File: src/rtl/mem_host_pkg.sv
// Shared types and defaults for the cache-line host port responder.
// Op codes match the 2-bit op_host encoding driven by the mem_system caches.
package mem_host_pkg;

   localparam int LINE_W_DEF = 512;
   localparam int BEAT_W_DEF = 64;
   localparam int ADDR_W_DEF = 32;

   typedef enum logic [1:0] {
      OP_IDLE  = 2'b00,
      OP_READ  = 2'b01,
      OP_WRITE = 2'b10,
      OP_RSVD  = 2'b11
   } host_op_t;

   typedef enum logic [2:0] {
      ST_IDLE,
      ST_READ,
      ST_WRITE,
      ST_RESP,
      ST_HOLD
   } resp_state_t;

endpackage

File: src/rtl/mem_host_responder.sv
// Memory-controller end of the cache-line host port: splits each line
// request into BEAT_W beats on an Avalon-style backend port.
module mem_host_responder
   import mem_host_pkg::*;
#(
   parameter int LINE_W = LINE_W_DEF,
   parameter int BEAT_W = BEAT_W_DEF,
   parameter int ADDR_W = ADDR_W_DEF
) (
   input  logic              clk,
   input  logic              rst_n,
   input  logic [1:0]        op_host,
   input  logic [ADDR_W-1:0] AddrOut_host,
   input  logic [LINE_W-1:0] DataOut_host,
   output logic [LINE_W-1:0] DataIn_host,
   output logic              rd_valid_host,
   output logic              tx_done_host,
   output logic [ADDR_W-1:0] mem_addr,
   output logic              mem_rd,
   output logic              mem_wr,
   output logic [BEAT_W-1:0] mem_wdata,
   input  logic              mem_wait,
   input  logic [BEAT_W-1:0] mem_rdata,
   input  logic              mem_rvalid
);

   localparam int BEATS  = LINE_W / BEAT_W;
   localparam int CNT_W  = $clog2(BEATS + 1);
   localparam int IDX_W  = $clog2(BEATS);
   localparam int BOFF   = $clog2(BEAT_W / 8);
   localparam int LINE_B = LINE_W / 8;
   localparam logic [CNT_W-1:0]  BEATS_C   = CNT_W'(BEATS);
   localparam logic [ADDR_W-1:0] LINE_MASK = ADDR_W'(LINE_B - 1);

   resp_state_t                   r_state, w_state;
   logic [ADDR_W-1:0]             r_base, w_base;
   logic [BEATS-1:0][BEAT_W-1:0]  r_line, w_line;
   logic [CNT_W-1:0]              r_issue, w_issue;
   logic [CNT_W-1:0]              r_rcv, w_rcv;
   logic [ADDR_W-1:0]             r_mem_addr, w_mem_addr;
   logic                          r_mem_rd, w_mem_rd;
   logic                          r_mem_wr, w_mem_wr;
   logic [BEAT_W-1:0]             r_mem_wdata, w_mem_wdata;
   logic [LINE_W-1:0]             r_data_in, w_data_in;
   logic                          r_rd_valid, w_rd_valid;
   logic                          r_tx_done, w_tx_done;

   logic                          w_accept;
   logic [CNT_W-1:0]              w_issue_inc;
   logic [ADDR_W-1:0]             w_host_base;
   logic [ADDR_W-1:0]             w_next_addr;

   assign w_accept    = (r_mem_rd | r_mem_wr) & ~mem_wait;
   assign w_issue_inc = r_issue + 1'b1;
   assign w_host_base = AddrOut_host & ~LINE_MASK;
   assign w_next_addr = r_base + (ADDR_W'(w_issue_inc) << BOFF);

   always_comb begin
      w_state     = r_state;
      w_base      = r_base;
      w_line      = r_line;
      w_issue     = r_issue;
      w_rcv       = r_rcv;
      w_mem_addr  = r_mem_addr;
      w_mem_rd    = r_mem_rd;
      w_mem_wr    = r_mem_wr;
      w_mem_wdata = r_mem_wdata;
      w_data_in   = r_data_in;
      w_rd_valid  = 1'b0;
      w_tx_done   = 1'b0;

      case (r_state)
         ST_IDLE: begin
            if (host_op_t'(op_host) != OP_IDLE) begin
               w_base  = w_host_base;
               w_line  = DataOut_host;
               w_issue = '0;
               w_rcv   = '0;
               case (host_op_t'(op_host))
                  OP_READ: begin
                     w_state    = ST_READ;
                     w_mem_rd   = 1'b1;
                     w_mem_addr = w_host_base;
                  end
                  OP_WRITE: begin
                     w_state     = ST_WRITE;
                     w_mem_wr    = 1'b1;
                     w_mem_addr  = w_host_base;
                     w_mem_wdata = DataOut_host[BEAT_W-1:0];
                  end
                  default: begin
                     w_state   = ST_RESP;
                     w_tx_done = 1'b1;
                  end
               endcase
            end
         end

         ST_READ: begin
            if (w_accept) begin
               w_issue = w_issue_inc;
               if (w_issue_inc < BEATS_C) w_mem_addr = w_next_addr;
               else                       w_mem_rd   = 1'b0;
            end
            // Beats come back in issue order, so rcv_cnt is the slot index.
            if (mem_rvalid && (r_rcv != BEATS_C)) begin
               w_line[r_rcv[IDX_W-1:0]] = mem_rdata;
               w_rcv = r_rcv + 1'b1;
            end
            if (r_rcv == BEATS_C) begin
               w_state    = ST_RESP;
               w_tx_done  = 1'b1;
               w_rd_valid = 1'b1;
               w_data_in  = r_line;
            end
         end

         ST_WRITE: begin
            if (w_accept) begin
               w_issue = w_issue_inc;
               if (w_issue_inc < BEATS_C) begin
                  w_mem_addr  = w_next_addr;
                  w_mem_wdata = r_line[w_issue_inc[IDX_W-1:0]];
               end else begin
                  w_mem_wr = 1'b0;
               end
            end
            if (r_issue == BEATS_C) begin
               w_state   = ST_RESP;
               w_tx_done = 1'b1;
            end
         end

         ST_RESP: w_state = ST_HOLD;

         ST_HOLD: begin
            if (host_op_t'(op_host) == OP_IDLE) w_state = ST_IDLE;
         end

         default: w_state = ST_IDLE;
      endcase
   end

   always_ff @(posedge clk or negedge rst_n) begin
      if (!rst_n) begin
         r_state     <= ST_IDLE;
         r_base      <= '0;
         r_line      <= '0;
         r_issue     <= '0;
         r_rcv       <= '0;
         r_mem_addr  <= '0;
         r_mem_rd    <= 1'b0;
         r_mem_wr    <= 1'b0;
         r_mem_wdata <= '0;
         r_data_in   <= '0;
         r_rd_valid  <= 1'b0;
         r_tx_done   <= 1'b0;
      end else begin
         r_state     <= w_state;
         r_base      <= w_base;
         r_line      <= w_line;
         r_issue     <= w_issue;
         r_rcv       <= w_rcv;
         r_mem_addr  <= w_mem_addr;
         r_mem_rd    <= w_mem_rd;
         r_mem_wr    <= w_mem_wr;
         r_mem_wdata <= w_mem_wdata;
         r_data_in   <= w_data_in;
         r_rd_valid  <= w_rd_valid;
         r_tx_done   <= w_tx_done;
      end
   end

   assign DataIn_host   = r_data_in;
   assign rd_valid_host = r_rd_valid;
   assign tx_done_host  = r_tx_done;
   assign mem_addr      = r_mem_addr;
   assign mem_rd        = r_mem_rd;
   assign mem_wr        = r_mem_wr;
   assign mem_wdata     = r_mem_wdata;

endmodule

File: config.mk
export PLATFORM = sky130hd
export DESIGN_NAME = mem_host_responder
export DESIGN_NICKNAME = d
export VERILOG_FILES = /design/src/rtl/mem_host_pkg.sv /design/src/rtl/mem_host_responder.sv
export SDC_FILE = /design/constraint.sdc
export NUM_CORES = 2
export LEC_CHECK = 0
export BUFFER_PORTS_ARGS = -buffer_cell sky130_fd_sc_hd__buf_4
export CAP_MARGIN = 15
export CELL_PAD_IN_SITES_DETAIL_PLACEMENT = 0
export CELL_PAD_IN_SITES_GLOBAL_PLACEMENT = 1
export CORE_AREA = 2 2 472 474
export CTS_CLUSTER_SIZE = 24
export DETAILED_ROUTE_END_ITERATION = 16
export DIE_AREA = 0 0 474 476
export GPL_TIMING_DRIVEN = 0
export HOLD_SLACK_MARGIN = 0.02
export PLACE_DENSITY_LB_ADDON = 0.05
export SLEW_MARGIN = 30
export SYNTH_ARGS = -nofsm -noshare
export SYNTH_HDL_FRONTEND = slang
export SYNTH_SLANG_ARGS = --single-unit
File: constraint.sdc
create_clock -name clk -period 3.5 [get_ports clk]
set_input_delay 0.35 -clock clk [delete_from_list [all_inputs] [get_ports clk]]
set_output_delay 0.35 -clock clk [all_outputs]
set_load 0.005 [all_outputs]
==> results by stage <==
Clock tree:
- The clock passes through at most 3 buffers.
- The total CTS buffers is between 150 and 200.
- The worst-skew pair later-pin latency is 0.81 ns.
- The number of clock sinks is between 1000 and 1500.
- The CTS tree is yes.
- The cell at the root of the clock tree is clkbuf_16.
- The clock-pin slew on the worst setup and hold paths is ~0.06 ns.
- The total number of H-tree levels is 4.

STA:
- Derived from the worst setup path, the maximum achievable clock frequency is just under 300 MHz.
- Subtracting the final worst setup slack from the clock period gives ~3.4 ns.
- The clock tree skew after final layout is about 0.039 ns.
- The worst path setup slack after routing is 0.1077 ns.
- Setup violations remaining at the end of the flow were counted as 0.
- For the pin with the worst max-slew slack, the measured transition is about 1.1 ns.
- The number of hold violations in the final report is 0.
- Headroom to the max-slew limit came out at 0.2791.
- The post-route fraction of the period consumed by the critical path is 0.9692.
- The number of max-slew violations in the final report is 0.
- Setup repair after global routing left no endpoint under its margin.

Worst setup path:
- The first element of the critical path is r_rcv[1].
- On the worst path, the slowest cell contributes a delay of 0.71 ns.
- The critical path ends at r_line[508].
- The startpoint identified for the worst register-to-register timing path is r_rcv[1].
- For the worst flop-to-flop path, the logic depth is 10.
- The cell type of the slowest stage on the worst timing path is buf_1.
- The largest driver fanout on the critical path is 15.
- The required time of the worst setup path is between 4 and 5 ns.
- STA classifies the critical path endpoint as a flip-flop.
- The setup slack of the most critical reg-to-reg path is 0.11 ns.
- The class of the most critical setup path is flip-flop to flip-flop.
- The worst register-to-register path ends at r_line[508].
- Data on the critical path arrives at its endpoint at approximately 4 ns.
- Walking the worst path, the cells encountered are clkbuf_2 > inv_1 > ha_1 > nand3b_1 > nand4_1 > o21a_1 > clkbuf_4 > buf_16 > buf_1 > o21ai_1.
- The critical path launch point type is a flip-flop.

Synthesis:
- The synthesized flop and latch total is roughly 1200.
- Yosys printed 0 warnings.
- The commonest cells after synthesis are 1987 x nand2_1, 1158 x dfrtp_1, 448 x a22oi_1, 326 x clkbuf_1, 284 x nor2_1.
- Synthesis produced a netlist whose cell count is ~5500.
- Counting distinct cell types in the post-synthesis netlist gives 53.
- Counting flops with an async set or reset pin after synthesis yields a share of 1.000.
- The fraction of the yosys area taken by sequential cells is 0.5579.
- The share of synthesized area in the top cell type comes to 0.5579.
- By area the synthesized netlist is led by dfrtp_1 56%, nand2_1 14%, a22oi_1 6.5%.
- The dominant cell type by area after synthesis is dfrtp_1.
- Counting flops with a built-in enable in the synthesized netlist gives 0.
- The most frequent cell after synthesis is nand2_1.
- For this run, the leading register cell type out of synthesis is dfrtp_1.
- Each instance of the synthesized netlist takes up on average between 9 and 10 um2.
- The mapped netlist covers ~52000 um2.

Status:
- The run finished with clean final reports.

Drt:
- The number of nets still failing antenna checks after routing is 0.
- The first detailed-routing pass ran for 6 iterations.
- For this run, design rule violations remaining after detail routing come to 0.
- After detailed routing, the average wire length per cell comes to around 32 um.
- The detail-routed via count per cell is ~4.8.
- For this block, the via count after detailed routing is approximately 50000.
- The sum of routed wire length over all layers is approximately 330000 um.
- The first routing iteration left 4013 violations.

Floorplan:
- approximately 1200 I/O pins were placed.
- The floorplan step defined a core boundary enclosing around 220000 um2.
- The floorplan has about 170 rows.
- The die width is 474 um.
- For this configuration, the core starts out at a cell density of 0.2350.
- The die covers 225600 um2.
- The height of the die is 476 um.

Final layout:
- The number of nets in the layout is roughly 8000.
- The signed area change from the synthesized netlist to the final layout is 46.79%.
- In the final layout, the share of cells above drive strength 1 is 0.2396.
- For this run, the number of standard cells in the final layout without fillers is between 10000 and 15000.
- After routing the design area is around 76000 um2.

Pwr:
- Power comes to between 0.05 and 0.06 W.
- The maximum VDD drop is roughly 0.0004 V.
- Dividing total power by cell area gives a power density of roughly 770 nW/um2.
- The reported leakage power is ~37 nW.

Placed design:
- Port buffering added 1152 buffers.
- The wire-length estimate of the detail-placed layout is between 200000 and 300000 um.
- Timing analysis after detailed placement gives a worst setup slack of -1.528 ns.
- The placed instances occupy a cell area of about 65000 um2.
- The number of placed instances, taps included, is 9624.
- The global placement routability congestion is approximately 0.9.

Global routing:
- Entering global routing, the biggest net connects about 110 pins.
- The number of antenna violations at the first check in global routing was 144.
- The number of global-route vias before repair is about 51000.
- The global-route congestion overflow total is 0.
- The first global-routing pass estimated approximately 440000 um of wire.
- The overall track demand over capacity in global routing is 0.2862.

Run:
- The tool flagged a number of max-cap violations equal to 0.

Worst hold path:
- The class of the most critical hold timing path is input pin to flip-flop.
==> layout make-up <==
cell class | instances | area (um2)
clock inverter | 22 | 251.5
tap | 2975 | 3722
inverter | 15 | 56.30
fill | 23320 | 144800
buffer | 464 | 2068
clock buffer | 250 | 4772
sequential | 1158 | 28980
multi-input combinational | 3807 | 21070
antenna | 56 | 140.1
timing repair buffer | 1742 | 15180
==> sequential cells by signal, indices dropped and copies added (netlist names) <==
register and count:
DataIn_host 512, mem_addr 29, mem_rd 1, mem_wdata 64, mem_wr 1, r_base 26, r_issue 4, r_line 512
r_rcv 4, r_state 3, rd_valid_host 1, tx_done_host 1
==> logic make-up (layout without fill, tap and decap cells) <==
kind of cell	count (synthesis)	count (layout)	share of synthesized area
flip-flops	1158	1158	0.5579
AND/OR/NAND/NOR	2340	2340	0.1727
AO/OA/AOI/OAI	1101	1101	0.1292
multiplexers	327	327	0.09542
XOR/XNOR	26	26	0.004384
adder cells (fa/ha/maj)	10	10	0.002409
other	1	59	0.00007220
buffers and inverters	487	2493	0.03782
==> critical path, delay by kind of cell, from the launching register on <==
kind	cells	cell delay [ns]
adder cells (fa/ha/maj)	1	0.20
buffers and inverters	5	1.64
flip-flops	1	0.38
AND/OR/NAND/NOR	2	0.57
AO/OA/AOI/OAI	2	0.40
==> routing by layer <==
metal	vias up	share of wire	wire length, um	global-route usage
li1	22330	-	-	-
met1	25830	0.42	139300	0.3694
met2	1868	0.47	155600	0.4681
met3	480	0.068	22550	0.06912
met4	74	0.039	12810	0.09647
met5	-	0.0014	451	0
==> report_power, final <==
part | internal [W] | switching (W)
Combinational | 0.00872 | 0.0129
Sequential | 0.0171 | 0.00397
Clock | 0.00949 | 0.00669
Total | 0.0353 | 0.0236
==> placed cells by master (no fill, tap or decap), drive strengths merged, types with 3 or more instances in the layout <==
cell type / synthesis / layout
mux2i: 134 / 134
clkbuf: 326 / 580
inv: 15 / 18
nor3: 9 / 9
o211ai: 8 / 8
a21oi: 267 / 267
nand4: 11 / 11
ha: 10 / 10
clkinvlp: 0 / 3
bufinv: 0 / 3
o31ai: 5 / 5
diode: 0 / 56
conb: 1 / 3
buf: 146 / 1331
dlygate4sd3: 0 / 542
mux4: 128 / 128
xnor2: 9 / 9
a31oi: 6 / 6
a22oi: 448 / 448
mux2: 65 / 65
nor4: 6 / 6
dfrtp: 1158 / 1158
xor2: 17 / 17
and3: 4 / 4
nand2: 1987 / 1987
o21ai: 355 / 355
clkinv: 0 / 13
nand3: 19 / 19
nor2: 287 / 287
==> how the worst min path moves through the flow <==
stage	end	slack, ns	start	depth (start not counted)
after floorplan	DataIn_host[0]	0.05	rst_n	0
after global placement	mem_addr[3]	0.46	mem_addr[3]	2
after detailed placement	mem_addr[15]	0.31	rst_n	1
after CTS	mem_rd	0.03	op_host[0]	4
after global routing	mem_rd	0.06	op_host[0]	4
final	r_line[319]	0.07	DataOut_host[319]	3
==> per-stage QoR <==
stage	setup TNS (ns)	utilization	hold WS, ns
floorplan	0	-	0.05441
finish	0	0.3450	0.06680
CTS	0	0.3439	0.02771
global route	0	0.3447	0.05512
global placement	-	0.2910	0.4618
detailed placement	-118.93	0.2963	0.3128
==> repair_timing <==
item	CTS	global route
resized for setup	40	34
endpoints found under the hold margin	788	0
setup buffers	0	2
setup endpoints to repair	387	236
pin swaps	0	1
hold buffers	542	0
Note: power is estimated with default switching activity, not from simulation.
